$ cat src/rtl/piradip_cdc_word_sched_pkg.sv
// piradip_cdc_word_sched shared types.
// FSM state enum and the requester ID width helper.
package piradip_cdc_pkg;

  typedef enum logic [1:0] {
    IDLE,
    SEND,
    RELEASE
  } cdc_sched_state_t;

  function automatic int id_width(input int n);
    return (n > 1) ? $clog2(n) : 1;
  endfunction

endpackage

$ cat src/rtl/piradip_cdc_word_sched_if.sv
// Four-phase CDC handshake bundle (src_in/src_send/src_rcv).
// master: scheduler side; slave: CDC primitive side.
interface piradip_cdc_word_sched_if #(
  parameter int W = 34
);
  logic [W-1:0] hs_data;
  logic         hs_send;
  logic         hs_rcv;

  modport master (
    output hs_data,
    output hs_send,
    input  hs_rcv
  );

  modport slave (
    input  hs_data,
    input  hs_send,
    output hs_rcv
  );
endinterface

$ cat src/rtl/piradip_cdc_word_sched_rr_arbiter.sv
// Combinational round-robin pick starting at ptr.
// Ports: req, ptr in; gnt_onehot, gnt_idx, any out.
module piradip_rr_arbiter
  import piradip_cdc_pkg::*;
#(
  parameter int N = 4,
  localparam int IW = id_width(N)
) (
  input  logic [N-1:0]  req,
  input  logic [IW-1:0] ptr,
  output logic [N-1:0]  gnt_onehot,
  output logic [IW-1:0] gnt_idx,
  output logic          any
);

  logic [IW:0]   s;
  logic [IW-1:0] idx;

  always_comb begin
    gnt_onehot = '0;
    gnt_idx    = '0;
    any        = 1'b0;
    s          = '0;
    idx        = '0;
    for (int k = 0; k < N; k++) begin
      s = {1'b0, ptr} + (IW+1)'(k);
      if (s >= (IW+1)'(N))
        s = s - (IW+1)'(N);
      idx = IW'(s);
      if (!any && req[idx]) begin
        any             = 1'b1;
        gnt_idx         = idx;
        gnt_onehot[idx] = 1'b1;
      end
    end
  end

endmodule

$ cat src/rtl/piradip_cdc_word_sched.sv
// Round-robin scheduler sharing one CDC handshake among N_REQ posters.
// Ports: clk, rst, req_data/valid in; req_pending/done, busy, coalesced out; hs (master).
module piradip_cdc_word_sched
  import piradip_cdc_pkg::*;
#(
  parameter int N_REQ = 4,
  parameter int WIDTH = 32
) (
  input  logic                   clk,
  input  logic                   rst,
  input  logic [N_REQ*WIDTH-1:0] req_data,
  input  logic [N_REQ-1:0]       req_valid,
  output logic [N_REQ-1:0]       req_pending,
  output logic [N_REQ-1:0]       req_done,
  piradip_cdc_word_sched_if.master hs,
  output logic                   busy,
  output logic [15:0]            coalesced
);

  localparam int ID_W = id_width(N_REQ);

  cdc_sched_state_t state_q, state_d;

  logic [WIDTH-1:0]      slot_q [N_REQ];
  logic [N_REQ-1:0]      pend_q;
  logic [ID_W-1:0]       ptr_q, g_q, gnt_idx;
  logic [N_REQ-1:0]      gnt_oh, cap_mask, ovr;
  logic                  any, cap, fin, send;
  logic [ID_W+WIDTH-1:0] hs_data_q;
  logic [16:0]           coal_sum;
  logic [15:0]           coal_d;

  piradip_rr_arbiter #(.N(N_REQ)) u_arb (
    .req        (pend_q),
    .ptr        (ptr_q),
    .gnt_onehot (gnt_oh),
    .gnt_idx    (gnt_idx),
    .any        (any)
  );

  always_ff @(posedge clk or posedge rst) begin
    if (rst) state_q <= IDLE;
    else     state_q <= state_d;
  end

  always_comb begin
    state_d = state_q;
    unique case (state_q)
      IDLE:    if (any && !hs.hs_rcv) state_d = SEND;
      SEND:    if (hs.hs_rcv)         state_d = RELEASE;
      RELEASE: if (!hs.hs_rcv)        state_d = IDLE;
      default:                        state_d = IDLE;
    endcase
  end

  // hs_send decodes the state register only, so it has no
  // combinational path from hs_rcv or the request inputs.
  always_comb begin
    cap  = 1'b0;
    fin  = 1'b0;
    send = 1'b0;
    busy = 1'b1;
    unique case (1'b1)
      state_q == IDLE: begin
        busy = 1'b0;
        cap  = any && !hs.hs_rcv;
      end
      state_q == SEND:    send = 1'b1;
      state_q == RELEASE: fin  = !hs.hs_rcv;
      default: ;
    endcase
  end

  // A post into the slot being captured is not an overwrite:
  // the old word is the one leaving.
  always_comb begin
    cap_mask = cap ? gnt_oh : '0;
    ovr      = req_valid & pend_q & ~cap_mask;
    coal_sum = {1'b0, coalesced};
    for (int i = 0; i < N_REQ; i++)
      coal_sum = coal_sum + 17'(ovr[i]);
    coal_d = coal_sum[16] ? 16'hFFFF : coal_sum[15:0];
  end

  always_ff @(posedge clk or posedge rst) begin
    if (rst) begin
      pend_q    <= '0;
      hs_data_q <= '0;
      g_q       <= '0;
      ptr_q     <= '0;
      req_done  <= '0;
      coalesced <= '0;
      for (int i = 0; i < N_REQ; i++)
        slot_q[i] <= '0;
    end else begin
      for (int i = 0; i < N_REQ; i++)
        if (req_valid[i])
          slot_q[i] <= req_data[i*WIDTH +: WIDTH];
      pend_q <= req_valid | (pend_q & ~cap_mask);
      if (cap) begin
        hs_data_q <= {gnt_idx, slot_q[gnt_idx]};
        g_q       <= gnt_idx;
      end
      req_done <= fin ? (N_REQ'(1) << g_q) : '0;
      if (fin)
        ptr_q <= (g_q == ID_W'(N_REQ-1)) ? '0 : g_q + 1'b1;
      coalesced <= coal_d;
    end
  end

  assign req_pending = pend_q;
  assign hs.hs_data  = hs_data_q;
  assign hs.hs_send  = send;

endmodule
$ cat src/flat_wrapper.sv
// flat-port wrapper written by rule: the top's interface ports become plain ports
module piradip_cdc_word_sched_flat import piradip_cdc_pkg::*;
#(
  parameter int N_REQ = 4,
  parameter int WIDTH = 32
)
  (clk, rst, req_data, req_valid, req_pending, req_done, busy, coalesced, hs_hs_data, hs_hs_send, hs_hs_rcv);
  piradip_cdc_word_sched_if hs_i ();
  input  logic clk;
  input  logic rst;
  input  logic [N_REQ*WIDTH-1:0] req_data;
  input  logic [N_REQ-1:0] req_valid;
  output logic [N_REQ-1:0] req_pending;
  output logic [N_REQ-1:0] req_done;
  output logic busy;
  output logic [15:0] coalesced;
  output wire logic [$bits(hs_i.hs_data)-1:0] hs_hs_data;
  output wire logic [$bits(hs_i.hs_send)-1:0] hs_hs_send;
  input wire logic [$bits(hs_i.hs_rcv)-1:0] hs_hs_rcv;
  assign hs_hs_data = hs_i.hs_data;
  assign hs_hs_send = hs_i.hs_send;
  assign hs_i.hs_rcv = hs_hs_rcv;
  piradip_cdc_word_sched #(.N_REQ(N_REQ), .WIDTH(WIDTH)) u_core (.clk(clk), .rst(rst), .req_data(req_data), .req_valid(req_valid), .req_pending(req_pending), .req_done(req_done), .hs(hs_i), .busy(busy), .coalesced(coalesced));
endmodule
$ cat config.mk
export PLATFORM = sky130hd
export DESIGN_NAME = piradip_cdc_word_sched_flat
export DESIGN_NICKNAME = d
export VERILOG_FILES = /design/src/rtl/piradip_cdc_word_sched_pkg.sv /design/src/rtl/piradip_cdc_word_sched_if.sv /design/src/rtl/piradip_cdc_word_sched_rr_arbiter.sv /design/src/rtl/piradip_cdc_word_sched.sv /design/src/flat_wrapper.sv
export SDC_FILE = /design/constraint.sdc
export NUM_CORES = 1
export LEC_CHECK = 0
export CORE_UTILIZATION = 46
export DETAILED_ROUTE_END_ITERATION = 10
export GPL_TIMING_DRIVEN = 0
export HOLD_SLACK_MARGIN = 0.05
export PLACE_DENSITY = 0.77
export SYNTH_ARGS = -nofsm -noshare
export SYNTH_HDL_FRONTEND = slang
export SYNTH_SLANG_ARGS = --single-unit
$ cat constraint.sdc
create_clock -name clk -period 5.9 [get_ports clk]
set_input_delay 0.885 -clock clk [delete_from_list [all_inputs] [get_ports clk]]
set_output_delay 0.885 -clock clk [all_outputs]
set_load 0.03 [all_outputs]
# After elaboration in Yosys (flattened, before gate mapping)
# Index checks and enable logic that the tools add are counted.
[totals]
reg_bits = 192
wordCells = 113
[classes]
shift = 1
n_bitwise = 9
eq_ne = 6
magnitude_cmp = 13
reduce_logical = 14
mux = 47
add_sub_neg = 12
[ops]
columns = ["cell", "count"]
rows = [
  ["32-bit binary-select mux with 2-bit select", 1],
  ["32-bit 2-to-1 mux", 2],
  ["17-bit by 1-bit adder with 17-bit output", 3],
  ["2-bit 2-to-1 mux", 12],
  ["4-bit 2-to-1 mux", 6],
  ["16-bit by 1-bit adder with 17-bit output", 1],
  ["1-bit 2-to-1 mux", 16],
  ["16-bit 2-to-1 mux", 1],
  ["4-bit bitwise OR", 4],
  ["4-bit bitwise AND", 3],
  ["3-bit >= comparator, second input constant", 4],
  ["2-bit by 3-bit less-than comparator with 1-bit output, second input constant", 4],
  ["1-bit binary-select mux with 2-bit select", 4],
  ["1-bit demux with 2-bit select", 4],
  ["2-bit by 1-bit >= comparator with 1-bit output, second input constant", 4],
  ["1-bit logical AND", 8],
  ["2-bit by 1-bit subtractor with 2-bit output, second input constant", 4],
  ["2-bit by 2-bit adder with 3-bit output, second input constant", 2],
  ["2-bit != test, second input constant", 3],
  ["2-bit one-hot mux with 3 select lines", 1],
  ["2-bit == test, second input constant", 2],
  ["1-bit logical NOT", 4],
  ["4-bit NOT", 1],
  ["1-bit by 2-bit left shift with 4-bit output, first input constant", 1],
  ["other kinds (7)", 7],
]

# Depth between registers and ports, before layout
[depth]
ltp_word = 24
ltp_mapped = 20
ltp_nobuf = 17

# By module
# Synthesis repeated with hierarchy kept, for this count alone.
[hier_totals]
hier_cells = 555
area_unflattened_um2 = 8585.7
[modules_own_cells]
columns = ["module", "n_inst", "area_each_um2", "cells_per_inst"]
rows = [
  ["piradip_cdc_word_sched", 1, 8166.6, 510],
  ["piradip_rr_arbiter", 1, 419.2, 45],
]

# Least setup slack after synthesis
# Ideal clock, no wire load.
[synth_timing]
path_kind = "register to register"
startpoint = "register u_core.ptr_q[1]"
endpoint = "register u_core.coalesced[13]"
required_ns = 5.770
setup_slack_ns = 0.827
arrival_time_ns = 4.943
stages_incl_launch_ff = 20
setup_time_ns = 0.130
cell_sequence = "dfrtp_1 > clkbuf_1 > inv_1 > ha_1 > buf_6 > mux4_2 > a221o_1 > a22oi_1 > o211ai_1 > fa_1 > inv_1 > fa_1 > fa_1 > and3_1 > nand3_1 > nor3_1 > and3_1 > nand3_1 > clkbuf_1 > nand2_1"
[synth_via]
elab_chain_cells = 24
word_cells_on_any_way = 70
cone_classes = "add/sub: 11; order compare: 12; mux: 31; bitwise: 5; reduce/logical: 11"
[synth_lines]
columns = ["element", "line_no", "source"]
rows = [
  ["start: declaration", "piradip_cdc_word_sched.sv:26", "logic [ID_W-1:0] ptr_q, g_q, gnt_idx;"],
  ["start signal: assignment", "piradip_cdc_word_sched.sv:106", "ptr_q <= (g_q == ID_W'(N_REQ-1)) ? '0 : g_q + 1'b1;"],
  ["parallel branches: the longest is 16 deep, another holds 2-bit by 1-bit adder with 3-bit output", "-", ""],
  ["4-bit 2-to-1 mux (*)", "piradip_cdc_word_sched.sv:77", "cap_mask = cap ? gnt_oh : '0;"],
  ["4-bit NOT (*)", "piradip_cdc_word_sched.sv:78", "ovr = req_valid & pend_q & ~cap_mask;"],
  ["4-bit bitwise AND (*)", "piradip_cdc_word_sched.sv:78", ""],
  ["16-bit by 1-bit adder with 17-bit output", "piradip_cdc_word_sched.sv:81", "coal_sum = coal_sum + 17'(ovr[i]);"],
  ["17-bit by 1-bit adder with 17-bit output (2 in a row)", "piradip_cdc_word_sched.sv:81", ""],
  ["17-bit by 1-bit adder with 17-bit output (*)", "piradip_cdc_word_sched.sv:81", ""],
  ["16-bit 2-to-1 mux (*)", "piradip_cdc_word_sched.sv:82", "coal_d = coal_sum[16] ? 16'hFFFF : coal_sum[15:0];"],
  ["named net u_core.coal_d[13]", "piradip_cdc_word_sched.sv:31", "logic [15:0] coal_d;"],
  ["end signal: assignment", "piradip_cdc_word_sched.sv:107", "coalesced <= coal_d;"],
  ["end: declaration", "piradip_cdc_word_sched.sv:17", "output logic [15:0] coalesced"],
]
# Mark *: on every way through the listed nets, which the timed path passes. The select of a mux whose other input is x is not followed.
# A chain may end at the register's enable or synchronous reset.

# Final worst setup path
[layout_timing]
startpoint = "register u_core.ptr_q[0]"
endpoint = "register u_core.coalesced[8]"
# Same word-level chain as after synthesis.

==> flow_results.org <==
** Cells and area
- Once layout is complete, the utilization of the core stands at 63.5%.
- The post-route netlist has 22.3% of its cells at a drive strength greater than 1.
- Number of filler instances in the final layout :: 1417
- Number of nets in the layout :: 1008
- Sequential standard cell area :: 4750 um^2
- Total area of multi-input combinational cells :: 3580 um^2
- Area delta synth->final :: 33.5%
- Count of inserted antenna diode cells :: 0
- After routing the design area is 11500 um^2.

** Hold path
- Along the worst hold path, the cell count comes to 2.
- For hold timing, the worst endpoint is u_core.hs.hs_data[19].
- In this run the most critical hold path is launched from u_core.hs.hs_data[19].
- Min-delay worst type :: flop to flop

** Worst setup path
- Length in cells of the worst reg-to-reg path :: 18
- Maximum fanout encountered on the critical timing path :: 13
- Startpoint of the most critical register-to-register path :: u_core.ptr_q[0]
- Family of cells with the greatest summed delay on the critical path :: adder cells
- In this run the critical register-to-register path is captured at u_core.coalesced[8].
- The critical path goes through buf_2, inv_1, ha_1, buf_6, mux4_2, a221o_1, a22oi_1, o211ai_1, fa_1, inv_1, fa_1, fa_1, and3_1, nand3_1, nor3_1, and3_1, nand3_2, o21ai_0.
- The worst setup path is captured at a flop.
- WP buf/inv :: 4
- Crit path DAT :: 5.84 ns
- Internal reg-to-reg setup slack :: 0.36 ns
- Startpoint kind of the worst setup timing path :: flop
- The most numerous cell type found on the critical path is sky130_fd_sc_hd__fa_1.
- The slowest stage of the critical path belongs to the cell sky130_fd_sc_hd__mux4_2.
- Crit Path Category :: flop to flop
- Data required time at the worst endpoint :: 6.20 ns
- Slowest cell delay on critical path :: 0.61 ns

** Job
- Count of maximum capacitance violations :: 0

** Logic synthesis
- In this run the cell area of the synthesized design comes to 8630 um^2.
- Post-synthesis share of cell area spent on and, or, nand and nor gates :: 5.95%
- Ranking of synthesized cells by area :: sky130_fd_sc_hd__dfrtp_1, sky130_fd_sc_hd__mux2_2, sky130_fd_sc_hd__mux2i_1, sky130_fd_sc_hd__o221ai_1, sky130_fd_sc_hd__nand2_1
- Yosys printed 0 warnings.
- Post-synth top area cell :: sky130_fd_sc_hd__dfrtp_1
- Post-synthesis xor/xnor area fraction :: 1.02%
- The synthesized design contains 190 register bits.
- Sequential cell area fraction in the yosys report :: 55.1%
- After synthesis, the largest family of logic cells by area is multiplexers.
- Most common cell in the netlist :: sky130_fd_sc_hd__dfrtp_1
- The synthesized netlist devotes 6.29% of its cell area to compound gates.
- Multiplexer share of the synthesized area :: 25.7%
- The synthesized design devotes to its leading area cell type 55.1% of total area.
- Count of distinct cell types in the synthesized netlist :: 42
- Synthesis handed over a netlist of 646 instances.
- Post-synth EDFFs :: 0
- Share of synthesized cell area in full adder, half adder and majority cells :: 2.44%
- In the synthesized netlist, the cells that appear most often are sky130_fd_sc_hd__dfrtp_1, sky130_fd_sc_hd__mux2_2, sky130_fd_sc_hd__mux2i_1.
- In this run the mean area of a mapped cell was 13.4 um^2.
- The most used flip-flop cell after synthesis is sky130_fd_sc_hd__dfrtp_1.
- FFs w/ async S/R, synth :: 100%
- Nets in the synthesized netlist :: 796

** Detailed routing
- Initial DRT Pass Iterations :: 8
- After detailed routing, the average wire length per cell comes to 19.4 um.
- Antenna Violating Nets Remaining :: 0
- The detailed router finished its first iteration with 408 violations.
- In the routed layout, each cell is associated on average with a via count of 5.41.
- Total Routed Length :: 21300 um
- DRC violations left :: 10
- Via Count :: 5943

** Floorplan
- Die X :: 139 um
- The total area inside the core boundary comes to 18100 um^2.
- For this configuration, the core starts out at a cell density of 47.5%.
- DIE AREA :: 19300 um^2
- Die outline height :: 139 um
- In this run the count of I/O pins placed on the die edge is 195.
- Number of core rows :: 49

** Timing
- The max-slew violation count was 0.
- Across the routed clock network, the largest skew measured is 0.0154 ns.
- The clock period could shrink to 5.54 ns.
- Worst slew margin :: 33.9%
- Setup slack on the critical path of the routed design comes to 0.360 ns.
- Final hold violation count :: 0
- Setup total negative slack on the finished layout was measured at 0 ns.
- Setup repair after global routing left no endpoint under its margin.
- Final cycle utilization of the critical path :: 93.9%
- For this run, the top clock speed supported by timing is 181 MHz.
- Setup Viol. Count Final :: 0
- For the pin with the worst max-slew slack, the measured transition is 0.979 ns.

** Pwr
- Maximum resistive drop on vdd :: 0.283 mV
- Leak Pwr :: 4.89 nW
- Power Dens Cells :: 482 nW/um^2

** Placed design
- Once detailed placement completed, the half-perimeter wirelength came to 15400 um.
- During placement, the flow inserted port buffers numbering 190.
- Placement-stage cell area :: 10900 um^2
- Worst setup slack after placement :: -0.0595 ns
- Routability Congestion :: 0.891

** Clock tree
- The cell sitting at the root of the clock tree is a sky130_fd_sc_hd__clkbuf_16.
- Clk sinks :: 190
- TritonCTS built the clock tree.
- TritonCTS created 17 clock buffers.
- Worst-case clock buffer depth :: 2
- After clock tree synthesis, the clock-pin slew on the worst setup and hold paths is 0.07 ns.
- In this run, post-CTS hold repair placed 0 buffers.
- Clk Latency, worst-skew pair :: 0.43 ns
- Deepest level of the CTS H-tree :: 4

** GRT
- Number of global-route vias before repair :: 6116
- Global-route usage over all layers :: 22.8%
- The first global-routing pass estimated 33700 um of wire.
- Global routing finished with a remaining overflow of 0.
- Maximum number of pins on one net before global-route repair :: 42
- The number of antenna violations at the first check in global routing came to 0.

** Outcome
- Outcome :: finished, violations left
- Violations in the final reports :: design-rule violations
## layer usage
layer,vias up,global-route usage (%),wire [um]
met5,-,0,0
met4,0,9.88,648
met3,39,4.32,928
met2,158,35.9,10300
met1,3004,31.1,9510
li1,2742,-,-
## final cells by class
cell class / instances / area share, %
plain buffers: 40 / 2.26
clock buffers: 17 / 3.69
clock inverters: 14 / 1.46
inverters: 10 / 0.358
multi-input cells: 404 / 31.1
flip-flops and latches: 190 / 41.3
well taps: 229 / 2.49
repair buffers: 195 / 17.4
## flip-flops by register name (all words and copies together) (netlist names)
register	cells
u_core.req_done	4
u_core.coalesced	16
u_core.hs.hs_data	34
u_core.slot_q	128
u_core.state_q	2
u_core.ptr_q	2
u_core.req_pending	4
## cell usage in the layout (no fill, tap or decap), types with 3 or more instances in the layout
cell type / n
sky130_fd_sc_hd__buf_2: 5
sky130_fd_sc_hd__nand2_1: 54
sky130_fd_sc_hd__clkdlybuf4s50_1: 190
sky130_fd_sc_hd__inv_6: 5
sky130_fd_sc_hd__o211ai_1: 4
sky130_fd_sc_hd__fa_1: 3
sky130_fd_sc_hd__nor2b_1: 4
sky130_fd_sc_hd__nor2_1: 11
sky130_fd_sc_hd__ha_1: 12
sky130_fd_sc_hd__clkbuf_1: 27
sky130_fd_sc_hd__or2_2: 3
sky130_fd_sc_hd__nand3_1: 6
sky130_fd_sc_hd__mux2_2: 134
sky130_fd_sc_hd__xor2_1: 6
sky130_fd_sc_hd__a221o_1: 4
sky130_fd_sc_hd__o221ai_1: 32
sky130_fd_sc_hd__buf_12: 10
sky130_fd_sc_hd__clkbuf_16: 17
sky130_fd_sc_hd__inv_8: 4
sky130_fd_sc_hd__a21oi_1: 5
sky130_fd_sc_hd__xnor2_1: 4
sky130_fd_sc_hd__a22oi_1: 4
sky130_fd_sc_hd__mux2i_1: 66
sky130_fd_sc_hd__nand2b_1: 14
sky130_fd_sc_hd__and3_1: 3
sky130_fd_sc_hd__inv_1: 9
sky130_fd_sc_hd__and2_1: 4
sky130_fd_sc_hd__o21ai_0: 10
sky130_fd_sc_hd__dfrtp_1: 190
## worst max-delay path by stage
stage                           from                   end  slack [ns]  cells past startpoint
2_1_floorplan        u_core.ptr_q[1]  u_core.coalesced[13]        0.83                     19
6_report             u_core.ptr_q[0]   u_core.coalesced[8]        0.36                     18
4_1_cts              u_core.ptr_q[1]   u_core.coalesced[8]        0.12                     18
3_5_place_dp   u_core.req_pending[0]   u_core.coalesced[2]       -0.06                     16
5_1_grt              u_core.ptr_q[0]   u_core.coalesced[8]        0.08                     18
3_3_place_gp   u_core.req_pending[0]   u_core.coalesced[7]       -0.06                     16
## metrics by stage
step	std cells	hold WS, ns	total power, W
after floorplan	646	0.480	0.00358
after global placement	1065	0.469	0.00437
after detailed placement	1070	0.473	0.00442
after CTS	1100	0.492	0.00560
after global routing	1099	0.514	0.00585
final	1099	0.489	0.00555
## cells by family after synthesis
kind of cell    after synthesis
compound gates               69
xor+xnor                     10
fa+ha+maj                    15
buf+inv                      52
flops                       190
mux                         202
simple gates                108
## worst register-to-register path, delay by kind of cell (launching register included)
kind	cells	cell delay (ns)
compound gates	4	0.97
fa+ha+maj	4	1.77
buf+inv	4	0.65
flops	1	0.45
mux	1	0.61
simple gates	5	0.96
## report_power, final
part | internal (W) | switching [W] | total [W]
clock network | 0.000606 | 0.000553 | 0.00116
logic | 0.00125 | 0.00139 | 0.00265
registers | 0.00156 | 0.000186 | 0.00175
## repair_timing
action / CTS / global route
resized for setup: 1 / 1
endpoints found under the setup margin: 10 / 13
setup buffers: 0 / 0
gates cloned: 0 / 0
Power figures use the tool's default switching activity.
